==> src/rtl/aes_cmd_sequencer_if.sv <==
// Descriptor, aes_top byte bus and response signals of the command sequencer.
// master: the sequencer side (drives the byte bus, accepts descriptors).
// slave: the environment side (descriptor source plus aes_top).
interface aes_cmd_sequencer_if;
  logic         cmd_valid;
  logic         cmd_ready;
  logic [15:0]  cmd_addr;
  logic [15:0]  cmd_len;
  logic [127:0] cmd_key;
  logic [127:0] cmd_ctr;
  logic         cmd_keyld;
  logic         bus_stb;
  logic         bus_wr;
  logic [15:0]  bus_addr;
  logic [7:0]   bus_wdata;
  logic         bus_ack;
  logic [7:0]   bus_rdata;
  logic         busy;
  logic         resp_valid;
  logic [1:0]   resp_code;

  modport master (
    input  cmd_valid, cmd_addr, cmd_len, cmd_key, cmd_ctr, cmd_keyld,
    input  bus_ack, bus_rdata,
    output cmd_ready, bus_stb, bus_wr, bus_addr, bus_wdata,
    output busy, resp_valid, resp_code
  );

  modport slave (
    output cmd_valid, cmd_addr, cmd_len, cmd_key, cmd_ctr, cmd_keyld,
    output bus_ack, bus_rdata,
    input  cmd_ready, bus_stb, bus_wr, bus_addr, bus_wdata,
    input  busy, resp_valid, resp_code
  );
endinterface

==> src/rtl/aes_cmd_sequencer.sv <==
// Programs the aes_top register bus from one descriptor, starts the core,
// polls its state register until idle and reports a one-cycle response.
//
// state     | meaning
// ----------+------------------------------------------------------------
// S_IDLE    | cmd_ready high, waiting for a descriptor
// S_CHK     | length check, no bus activity
// S_WR_ADDR | writing XRAM address bytes to ff02/ff03
// S_WR_LEN  | writing length bytes to ff04/ff05
// S_WR_KEY  | writing key bytes to ff10..ff1f (only when keyld)
// S_WR_CTR  | writing counter bytes to ff20..ff2f
// S_START   | writing 01 to ff00
// S_GAP     | bus idle for POLL_GAP cycles before the next state read
// S_POLL    | reading ff01
// S_DONE    | resp_valid pulse, resp_code updated
module aes_cmd_sequencer #(
  parameter int MAX_OPLEN = 16,
  parameter int POLL_GAP  = 4,
  parameter int TIMEOUT   = 1024
) (
  input logic                clk,
  input logic                rst,
  aes_cmd_sequencer_if.master io
);

  localparam int TW = $clog2(TIMEOUT + 1);
  localparam int GW = (POLL_GAP > 1) ? $clog2(POLL_GAP) : 1;

  localparam logic [1:0] CODE_OK      = 2'b00;
  localparam logic [1:0] CODE_BADLEN  = 2'b01;
  localparam logic [1:0] CODE_TIMEOUT = 2'b10;

  typedef enum logic [3:0] {
    S_IDLE, S_CHK, S_WR_ADDR, S_WR_LEN, S_WR_KEY, S_WR_CTR,
    S_START, S_GAP, S_POLL, S_DONE
  } state_t;

  state_t         state;
  logic [3:0]     idx;
  logic [GW-1:0]  gap_cnt;
  logic [TW-1:0]  tmo;
  logic [15:0]    addr_q;
  logic [15:0]    len_q;
  logic [127:0]   key_q;
  logic [127:0]   ctr_q;
  logic           keyld_q;

  logic           cmd_ready;
  logic           stb;
  logic           wr;
  logic [15:0]    baddr;
  logic [7:0]     wdata;
  logic           busy;
  logic           resp_valid;
  logic [1:0]     resp_code;

  logic           xfer_done;
  logic           tmo_hit;
  logic           len_bad;
  logic           poll_idle;
  state_t         adv_state;
  logic [3:0]     adv_idx;
  logic [15:0]    nxt_addr;
  logic [7:0]     nxt_data;

  assign xfer_done = stb && io.bus_ack;
  assign tmo_hit   = (tmo == TW'(TIMEOUT));
  assign len_bad   = (len_q == 16'd0) || (len_q > 16'(MAX_OPLEN));
  assign poll_idle = (io.bus_rdata[1:0] == 2'b00);

  // Which write follows the current one, and the address/data it carries.
  // CHK maps onto the first address byte so the write path is entered uniformly.
  always_comb begin
    adv_state = state;
    adv_idx   = idx + 4'd1;
    case (state)
      S_CHK: begin
        adv_state = S_WR_ADDR;
        adv_idx   = 4'd0;
      end
      S_WR_ADDR: if (idx == 4'd1) begin
        adv_state = S_WR_LEN;
        adv_idx   = 4'd0;
      end
      S_WR_LEN: if (idx == 4'd1) begin
        adv_state = keyld_q ? S_WR_KEY : S_WR_CTR;
        adv_idx   = 4'd0;
      end
      S_WR_KEY: if (idx == 4'd15) begin
        adv_state = S_WR_CTR;
        adv_idx   = 4'd0;
      end
      S_WR_CTR: if (idx == 4'd15) begin
        adv_state = S_START;
        adv_idx   = 4'd0;
      end
      default: ;
    endcase

    nxt_addr = 16'h0000;
    nxt_data = 8'h00;
    case (adv_state)
      S_WR_ADDR: begin
        nxt_addr = {15'h7f81, adv_idx[0]};
        nxt_data = adv_idx[0] ? addr_q[15:8] : addr_q[7:0];
      end
      S_WR_LEN: begin
        nxt_addr = {15'h7f82, adv_idx[0]};
        nxt_data = adv_idx[0] ? len_q[15:8] : len_q[7:0];
      end
      S_WR_KEY: begin
        nxt_addr = {12'hff1, adv_idx};
        nxt_data = key_q[{adv_idx, 3'b000} +: 8];
      end
      S_WR_CTR: begin
        nxt_addr = {12'hff2, adv_idx};
        nxt_data = ctr_q[{adv_idx, 3'b000} +: 8];
      end
      S_START: begin
        nxt_addr = 16'hff00;
        nxt_data = 8'h01;
      end
      default: ;
    endcase
  end

  // Sequencer FSM with registered bus and response outputs.
  always_ff @(posedge clk) begin
    if (rst) begin
      state      <= S_IDLE;
      idx        <= 4'd0;
      gap_cnt    <= '0;
      tmo        <= '0;
      addr_q     <= 16'd0;
      len_q      <= 16'd0;
      key_q      <= 128'd0;
      ctr_q      <= 128'd0;
      keyld_q    <= 1'b0;
      cmd_ready  <= 1'b1;
      stb        <= 1'b0;
      wr         <= 1'b0;
      baddr      <= 16'd0;
      wdata      <= 8'd0;
      busy       <= 1'b0;
      resp_valid <= 1'b0;
      resp_code  <= CODE_OK;
    end else begin
      resp_valid <= 1'b0;
      // the timeout count only runs while waiting for the core, and saturates
      if ((state == S_GAP || state == S_POLL) && !tmo_hit)
        tmo <= tmo + TW'(1);

      case (state)
        S_IDLE: begin
          if (io.cmd_valid && cmd_ready) begin
            addr_q    <= io.cmd_addr;
            len_q     <= io.cmd_len;
            key_q     <= io.cmd_key;
            ctr_q     <= io.cmd_ctr;
            keyld_q   <= io.cmd_keyld;
            cmd_ready <= 1'b0;
            busy      <= 1'b1;
            state     <= S_CHK;
          end
        end

        S_CHK: begin
          if (len_bad) begin
            state      <= S_DONE;
            resp_valid <= 1'b1;
            resp_code  <= CODE_BADLEN;
          end else begin
            state <= adv_state;
            idx   <= adv_idx;
            stb   <= 1'b1;
            wr    <= 1'b1;
            baddr <= nxt_addr;
            wdata <= nxt_data;
          end
        end

        S_WR_ADDR, S_WR_LEN, S_WR_KEY, S_WR_CTR: begin
          // back-to-back: stb stays high, the next byte is presented at once
          if (xfer_done) begin
            state <= adv_state;
            idx   <= adv_idx;
            baddr <= nxt_addr;
            wdata <= nxt_data;
          end
        end

        S_START: begin
          if (xfer_done) begin
            stb     <= 1'b0;
            wr      <= 1'b0;
            baddr   <= 16'd0;
            wdata   <= 8'd0;
            idx     <= 4'd0;
            tmo     <= '0;
            gap_cnt <= GW'(POLL_GAP - 1);
            state   <= S_GAP;
          end
        end

        S_GAP: begin
          if (tmo_hit) begin
            state      <= S_DONE;
            resp_valid <= 1'b1;
            resp_code  <= CODE_TIMEOUT;
          end else if (gap_cnt == '0) begin
            state <= S_POLL;
            stb   <= 1'b1;
            wr    <= 1'b0;
            baddr <= 16'hff01;
            wdata <= 8'd0;
          end else begin
            gap_cnt <= gap_cnt - GW'(1);
          end
        end

        S_POLL: begin
          // a read in flight always finishes its handshake before timing out
          if (xfer_done) begin
            stb   <= 1'b0;
            baddr <= 16'd0;
            if (poll_idle) begin
              state      <= S_DONE;
              resp_valid <= 1'b1;
              resp_code  <= CODE_OK;
            end else if (tmo_hit) begin
              state      <= S_DONE;
              resp_valid <= 1'b1;
              resp_code  <= CODE_TIMEOUT;
            end else begin
              gap_cnt <= GW'(POLL_GAP - 1);
              state   <= S_GAP;
            end
          end
        end

        S_DONE: begin
          state     <= S_IDLE;
          cmd_ready <= 1'b1;
          busy      <= 1'b0;
        end

        default: state <= S_IDLE;
      endcase
    end
  end

  assign io.cmd_ready  = cmd_ready;
  assign io.bus_stb    = stb;
  assign io.bus_wr     = wr;
  assign io.bus_addr   = baddr;
  assign io.bus_wdata  = wdata;
  assign io.busy       = busy;
  assign io.resp_valid = resp_valid;
  assign io.resp_code  = resp_code;

endmodule
==> src/flat_wrapper.sv <==
// flat-port wrapper written by rule: the top's interface ports become plain ports
module aes_cmd_sequencer_flat 
#(
  parameter int MAX_OPLEN = 16,
  parameter int POLL_GAP  = 4,
  parameter int TIMEOUT   = 1024
)
  (clk, rst, io_cmd_valid, io_cmd_addr, io_cmd_len, io_cmd_key, io_cmd_ctr, io_cmd_keyld, io_bus_ack, io_bus_rdata, io_cmd_ready, io_bus_stb, io_bus_wr, io_bus_addr, io_bus_wdata, io_busy, io_resp_valid, io_resp_code);
  aes_cmd_sequencer_if io_i ();
  input logic clk;
  input logic rst;
  input wire logic [$bits(io_i.cmd_valid)-1:0] io_cmd_valid;
  input wire logic [$bits(io_i.cmd_addr)-1:0] io_cmd_addr;
  input wire logic [$bits(io_i.cmd_len)-1:0] io_cmd_len;
  input wire logic [$bits(io_i.cmd_key)-1:0] io_cmd_key;
  input wire logic [$bits(io_i.cmd_ctr)-1:0] io_cmd_ctr;
  input wire logic [$bits(io_i.cmd_keyld)-1:0] io_cmd_keyld;
  input wire logic [$bits(io_i.bus_ack)-1:0] io_bus_ack;
  input wire logic [$bits(io_i.bus_rdata)-1:0] io_bus_rdata;
  output wire logic [$bits(io_i.cmd_ready)-1:0] io_cmd_ready;
  output wire logic [$bits(io_i.bus_stb)-1:0] io_bus_stb;
  output wire logic [$bits(io_i.bus_wr)-1:0] io_bus_wr;
  output wire logic [$bits(io_i.bus_addr)-1:0] io_bus_addr;
  output wire logic [$bits(io_i.bus_wdata)-1:0] io_bus_wdata;
  output wire logic [$bits(io_i.busy)-1:0] io_busy;
  output wire logic [$bits(io_i.resp_valid)-1:0] io_resp_valid;
  output wire logic [$bits(io_i.resp_code)-1:0] io_resp_code;
  assign io_i.cmd_valid = io_cmd_valid;
  assign io_i.cmd_addr = io_cmd_addr;
  assign io_i.cmd_len = io_cmd_len;
  assign io_i.cmd_key = io_cmd_key;
  assign io_i.cmd_ctr = io_cmd_ctr;
  assign io_i.cmd_keyld = io_cmd_keyld;
  assign io_i.bus_ack = io_bus_ack;
  assign io_i.bus_rdata = io_bus_rdata;
  assign io_cmd_ready = io_i.cmd_ready;
  assign io_bus_stb = io_i.bus_stb;
  assign io_bus_wr = io_i.bus_wr;
  assign io_bus_addr = io_i.bus_addr;
  assign io_bus_wdata = io_i.bus_wdata;
  assign io_busy = io_i.busy;
  assign io_resp_valid = io_i.resp_valid;
  assign io_resp_code = io_i.resp_code;
  aes_cmd_sequencer #(.MAX_OPLEN(MAX_OPLEN), .POLL_GAP(POLL_GAP), .TIMEOUT(TIMEOUT)) u_core (.clk(clk), .rst(rst), .io(io_i));
endmodule
==> config.mk <==
export PLATFORM = sky130hd
export DESIGN_NAME = aes_cmd_sequencer_flat
export DESIGN_NICKNAME = d
export VERILOG_FILES = /design/src/rtl/aes_cmd_sequencer_if.sv /design/src/rtl/aes_cmd_sequencer.sv /design/src/flat_wrapper.sv
export SDC_FILE = /design/constraint.sdc
export NUM_CORES = 1
export LEC_CHECK = 0
export ABC_AREA = 1
export CORE_MARGIN = 8
export CORE_UTILIZATION = 45
export CTS_CLUSTER_DIAMETER = 40
export DETAILED_ROUTE_END_ITERATION = 8
export PLACE_DENSITY = 0.8
export SYNTH_ARGS = -nofsm -noshare
export SYNTH_HDL_FRONTEND = slang
export SYNTH_SLANG_ARGS = --single-unit
==> constraint.sdc <==
create_clock -name clk -period 3.3 [get_ports clk]
set_input_delay 0.495 -clock clk [delete_from_list [all_inputs] [get_ports clk]]
set_output_delay 0.495 -clock clk [all_outputs]
set_load 0.02 [all_outputs]
# After elaboration in Yosys (flattened, before gate mapping)
# Cells that the tools add are included.
[classes] n_addsub=3 magnitude_cmp=1 n_eq_ne=30 n_shift=2 n_mux=71 n_reduce_logical=32
[ops] cell="indexed part select 128 x 8 -> 8 bit" count=2
[ops] cell="two-way mux 16 bit" count=5
[ops] cell="one-hot mux 16 bit (5 select lines)" count=1
[ops] cell="two-way mux 4 bit" count=18
[ops] cell="one-hot mux 16 bit (4 select lines)" count=1
[ops] cell="two-way mux 8 bit" count=7
[ops] cell="one-hot mux 8 bit (5 select lines)" count=1
[ops] cell="two-way mux 11 bit" count=3
[ops] cell="one-hot mux 8 bit (4 select lines)" count=1
[ops] cell="== test 4 x 3 -> 1 bit (second input constant)" count=7
[ops] cell="one-hot mux 4 bit (3 select lines)" count=2
[ops] cell="one-hot mux 4 bit (6 select lines)" count=1
[ops] cell="two-way mux 2 bit" count=10
[ops] cell="one-hot mux 4 bit (5 select lines)" count=1
[ops] cell="== test 4 x 2 -> 1 bit (second input constant)" count=4
[ops] cell="greater-than comparator 16 x 5 -> 1 bit (second input constant)" count=1
[ops] cell="logical NOT 16 bit" count=1
[ops] cell="AND reduction 5 bit" count=3
[ops] cell="nonzero test 3 bit" count=5
[ops] cell="two-way mux 1 bit" count=13
[ops] cell="== test 4 bit (second input constant)" count=3
[ops] cell="inequality test 2 x 1 -> 1 bit (second input constant)" count=6
[ops] cell="inequality test 2 bit (second input constant)" count=6
[ops] cell="one-hot mux 2 bit (3 select lines)" count=2
[ops] cell="22 further kinds" count=35
[word_totals] register_bits=341 output_inout_bits=31

# Longest topological paths before layout
[logic_depth] ltp_word=7 ltp_mapped=20 ltp_nobuf=19

# Least setup slack after synthesis
# OpenSTA, ideal clock, no wires.
[synth_path] path_kind="reg2reg" start="reg u_core.idx[0]" end="reg u_core.wdata[7] (netlist: u_core.io.bus_wdata[7])" setup_ps=70 t_arrival_ps=2080 required_ps=3230 path_slack_ps=1150 stages_incl_launch_ff=19 n_path_buf=1 synth_period_minus_slack_ps=2150 cell_sequence="dfxtp_1 > ha_1 > nand2_1 > nor2_1 > nand2_1 > nand3_1 > nand3_2 > nand3_4 > clkbuf_1 > nand2_1 > nand3_1 > nand3_1 > nand3_1 > nand2_1 > nand2_1 > nand3_1 > nand2_1 > nand2_1 > a21oi_1"
[synth_between] elab_chain_len=7
[synth_rtl] element="start: declaration" line="aes_cmd_sequencer.sv:39" source="logic [3:0] idx;"
[synth_rtl] element="start signal: assignment" line="aes_cmd_sequencer.sv:174" source="idx <= adv_idx;"
[synth_rtl] element="start signal: assignment" line="aes_cmd_sequencer.sv:186" source="idx <= adv_idx;"
[synth_rtl] element="adder 4 x 1 -> 4 bit, or another cell as far along" line="aes_cmd_sequencer.sv:75" source="adv_idx = idx + 4'd1;"
[synth_rtl] element="two-way mux 4 bit, or another cell as far along" line="aes_cmd_sequencer.sv:89, aes_cmd_sequencer.sv:93"
[synth_rtl] element="one-hot mux 4 bit (3 select lines) / one-hot mux 4 bit (5 select lines) (equally long branches)" line="aes_cmd_sequencer.sv:76" source="case (state)"
[synth_rtl] element="indexed part select 128 x 8 -> 8 bit, or another cell as far along" line="aes_cmd_sequencer.sv:117" source="nxt_data = ctr_q[{adv_idx, 3'b000} +: 8];"
[synth_rtl] element="one-hot mux 8 bit (5 select lines) (*)" line="aes_cmd_sequencer.sv:102" source="case (adv_state)"
[synth_rtl] element="two-way mux 8 bit (on tied branches)" line="aes_cmd_sequencer.sv:184, aes_cmd_sequencer.sv:168"
[synth_rtl] element="one-hot mux 8 bit (4 select lines) (*)" line="aes_cmd_sequencer.sv:153" source="case (state)"
[synth_rtl] element="end signal: assignment" line="aes_cmd_sequencer.sv:178" source="wdata <= nxt_data;"
[synth_rtl] element="end signal: assignment" line="aes_cmd_sequencer.sv:188" source="wdata <= nxt_data;"
[synth_rtl] element="end: declaration" line="aes_cmd_sequencer.sv:52" source="logic [7:0] wdata;"
# Every way passes the cells marked *; elsewhere a longest branch is shown, timed or not. The select of a mux whose other input is x is not followed.
# A chain may end at the register's enable or synchronous reset.

# Worst setup path in the final report
[layout_path] start="reg u_core.idx[0]" end="reg u_core.wdata[0] (netlist: u_core.io.bus_wdata[0])"
# Same word-level chain as after synthesis.

==> results by group <==
Worst setup path
  – CP endpoint kind: flop
  – Startpoint Class: flop
  – Critical path peak fanout: 20
  – Critical path class: reg -> reg
  – FF-to-FF setup slack: 370 ps
  – Worst Path Arrival: 3400 ps
  – WP data required: 3770 ps

Drt
  – Initial DRC count: 1739
  – Drt first pass iters: 6
  – Post-DRT Antenna Nets: 0
  – DRC viols: 0
  – WL/cell: 18.4 um
  – Routed WL: 54.1 mm
  – DR vias: 16200
  – Routed vias/inst: 5.49

Synth
  – Share of the yosys chip area belonging to registers: 43.8%
  – Number of flops mapped to enable cells by yosys: 0
  – Synth top area cells: dfxtp_1, nand2_1, a21oi_1
  – Netlist cell types: 42
  – YS warnings: 0
  – Synthesized cell area: 0.0152 mm2
  – Synth area leader: dfxtp_1
  – Xor and xnor area share after synthesis: 0.347%
  – Synthesis-stage register bit count: 332
  – Simple-Gate Fraction of Synth Area: 31.8%
  – Main combinational cell family by area after synthesis: simple AND/OR/NAND/NOR gates
  – Mapped Avg Cell Area: 6.82 um2
  – Most common cell in the netlist: nand2_1
  – Ys async rst share: 0%
  – Synth top area share: 43.8%
  – Top cells by count, synth: nand2_1, a21oi_1, dfxtp_1
  – Post-synthesis compound-gate area fraction: 15.8%
  – Most used DFF post-synth: dfxtp_1
  – Post-Synthesis Cells: 2224
  – Multiplexer area fraction after synthesis: 0%
  – Adder-Cell Fraction of Synth Area: 0.413%

Floorplan
  – Die Wd: 200 um
  – Initial Util: 45.5%
  – Row cnt: 67
  – Core area: 0.0334 mm2
  – Die area: 0.0398 mm2
  – IO Count: 332
  – Die H: 200 um

Run status
  – Outcome: finished clean

Cells and area
  – Non-Filler Instances: 2941
  – Share of cells above drive strength 1: 5.82%
  – P&R area growth vs syn: 33.6%
  – Fill count: 3020
  – Layout Nets: 2763
  – Final core utilization: 60.7%

Clock network
  – Clock transition at path regs: 60 ps
  – Clock Path Buffers: 3
  – Hold buffer count at CTS: 0
  – Root Buffer: clkbuf_16
  – PostCTS Resize Cnt: 0
  – CTS Sinks: 332
  – CTS Buf Count: 46
  – CTS tree: yes
  – Worst skew pair latency: 540 ps
  – H-tree depth: 2
  – Post-CTS Setup Bufs: 0

Pwr
  – Power share of the clock group: 27.8%
  – P_sw: 7.70 mW
  – Sw frac: 41.2%
  – P_int: 11.0 mW
  – Comb power frac: 41.5%
  – Part of the power in registers: 30.7%
  – Worst IR Drop VDD: 0.549 mV
  – Leakage: 7.46 nW
  – Pwr dens: 922 mW/mm2

STA
  – Slew headroom: 38.5%
  – Actual slew at the worst max-slew pin: 922 ps
  – Setup TNS: 0 ps
  – Final period utilization: 88.7%
  – Tmin final: 2930 ps
  – Clock Skew: 17.2 ps
  – Final Max Slew Viols: 0
  – Worst hold margin: 451 ps
  – RSZ-0062 raised after global routing: no
  – Maximum clock frequency: 341 MHz
  – Setup Viol. Count Final: 0
  – Fin. Hold Viols: 0

GRT
  – GRT Overall Usage: 26.2%
  – Largest net degree at the start of global routing: 205
  – Number of global-route vias before repair: 15500
  – First-pass GRT wire length: 83.1 mm
  – Grt ovf: 0
  – Initial antenna violation count: 2

Placement
  – IO Port Bufs: 323
  – Placed wire-length estimate: 38.0 mm
  – Placed insts: 2857
  – Final GP Congestion: 0.906

Worst hold path
  – Hold crit path type: in -> reg

Flow run
  – Max Cap Violations: 0
[power groups by stage]
stage / Sequential, mW / Clock, mW / Combinational (mW)
after floorplan: 5.69 / 0 / 5.14
after global placement: 5.74 / 0 / 7.50
after detailed placement: 5.77 / 0 / 7.62
after CTS: 5.71 / 5.24 / 7.68
after global routing: 5.84 / 5.44 / 8.51
final: 5.73 / 5.20 / 7.75
[final timing paths]
kind | depth (start not counted) | to | start
setup reg to reg | 16 | u_core.io.bus_wdata[0]$_SDFFE_PP0P_ | u_core.idx[0]$_SDFFE_PP0P_
hold reg to reg | 2 | u_core.addr_q[14]$_SDFFE_PP0P_ | u_core.addr_q[14]$_SDFFE_PP0P_
hold / removal | 2 | u_core.len_q[6]$_SDFFE_PP0P_ | rst
setup / recovery | 16 | u_core.io.bus_wdata[0]$_SDFFE_PP0P_ | u_core.idx[0]$_SDFFE_PP0P_
[worst max-delay path, cell delays in order, from the launching register on]
cell,delay (ps)
dfxtp_1,410
ha_1,230
nand2_1,70
nor2_1,220
nand2_1,90
nand3_1,110
nand3_2,140
buf_4,250
nand2_1,170
inv_1,80
nor2_1,460
inv_1,130
a21oi_1,150
a211oi_1,70
nand3_1,110
nand2_1,50
a21oi_1,110
[metrics by stage]
stage               power [mW]  instance area [um2]  setup slack, ps
CTS                       18.6                20300              453
global route              19.8                20300             10.4
global placement          13.2                18600              471
finish                    18.7                20300              372
floorplan                 10.8                15200             1150
detailed placement        13.4                18600              446
[kinds of logic (layout without fill, tap and decap cells)]
family / after synthesis / in the layout
flops: 332 / 332
buf+inv: 282 / 549
fa+ha+maj: 5 / 5
other cells: 1 / 3
xor+xnor: 6 / 6
compound gates: 458 / 458
simple gates: 1140 / 1140
[area by class of cell]
type	count	area, um2	area share (%)
antenna	1	2.50	0.0124
clock buffer	52	1220	6.05
sequential	332	6650	32.8
inverter	109	418	2.06
timing repair buffer	357	3630	17.9
multi-input combinational	1611	7360	36.3
clock inverter	31	417	2.06
tap	448	561	2.77
[layer usage]
| metal | vias to the layer above | part of all wire (%) | track usage (%) |
|---|---|---|---|
| met4 | 2 | 4.2 | 11.1 |
| met1 | 7483 | 41 | 33.9 |
| li1 | 7803 | - | - |
| met2 | 737 | 46 | 42.2 |
| met3 | 133 | 8.6 | 4.98 |
| met5 | - | 0.017 | 0 |
[cells in the final DEF, fill, tap and decap left out, types with 3 or more instances in the layout]
| cell type | n |
|---|---|
| a21oi_1 | 332 |
| ha_1 | 5 |
| nand2_2 | 4 |
| xor2_1 | 6 |
| clkbuf_8 | 4 |
| inv_2 | 6 |
| nand2_1 | 785 |
| buf_4 | 23 |
| o21ai_0 | 77 |
| nand4_1 | 60 |
| bufinv_16 | 7 |
| clkinv_4 | 3 |
| clkinv_2 | 6 |
| o211ai_1 | 14 |
| dfxtp_1 | 332 |
| nand3_1 | 224 |
| nor3_1 | 6 |
| nor2_2 | 5 |
| a22o_1 | 7 |
| inv_1 | 99 |
| nor4_1 | 4 |
| buf_12 | 11 |
| clkdlybuf4s50_1 | 322 |
| nor2_4 | 4 |
| clkbuf_16 | 47 |
| clkinvlp_4 | 8 |
| clkinv_8 | 3 |
| nor2_1 | 39 |
| o21ai_1 | 16 |
| inv_6 | 4 |
[sequential cells by signal, summed over array words and instances (netlist names), 2 cells and up]
register             cells
u_core.io.bus_addr       7
u_core.len_q            16
u_core.idx               4
u_core.io.resp_code      2
u_core.ctr_q           128
u_core.io.bus_wdata      8
u_core.state             4
u_core.tmo              11
u_core.gap_cnt           2
u_core.addr_q           16
u_core.key_q           128
No activity file was read; power rests on OpenSTA's default activity.
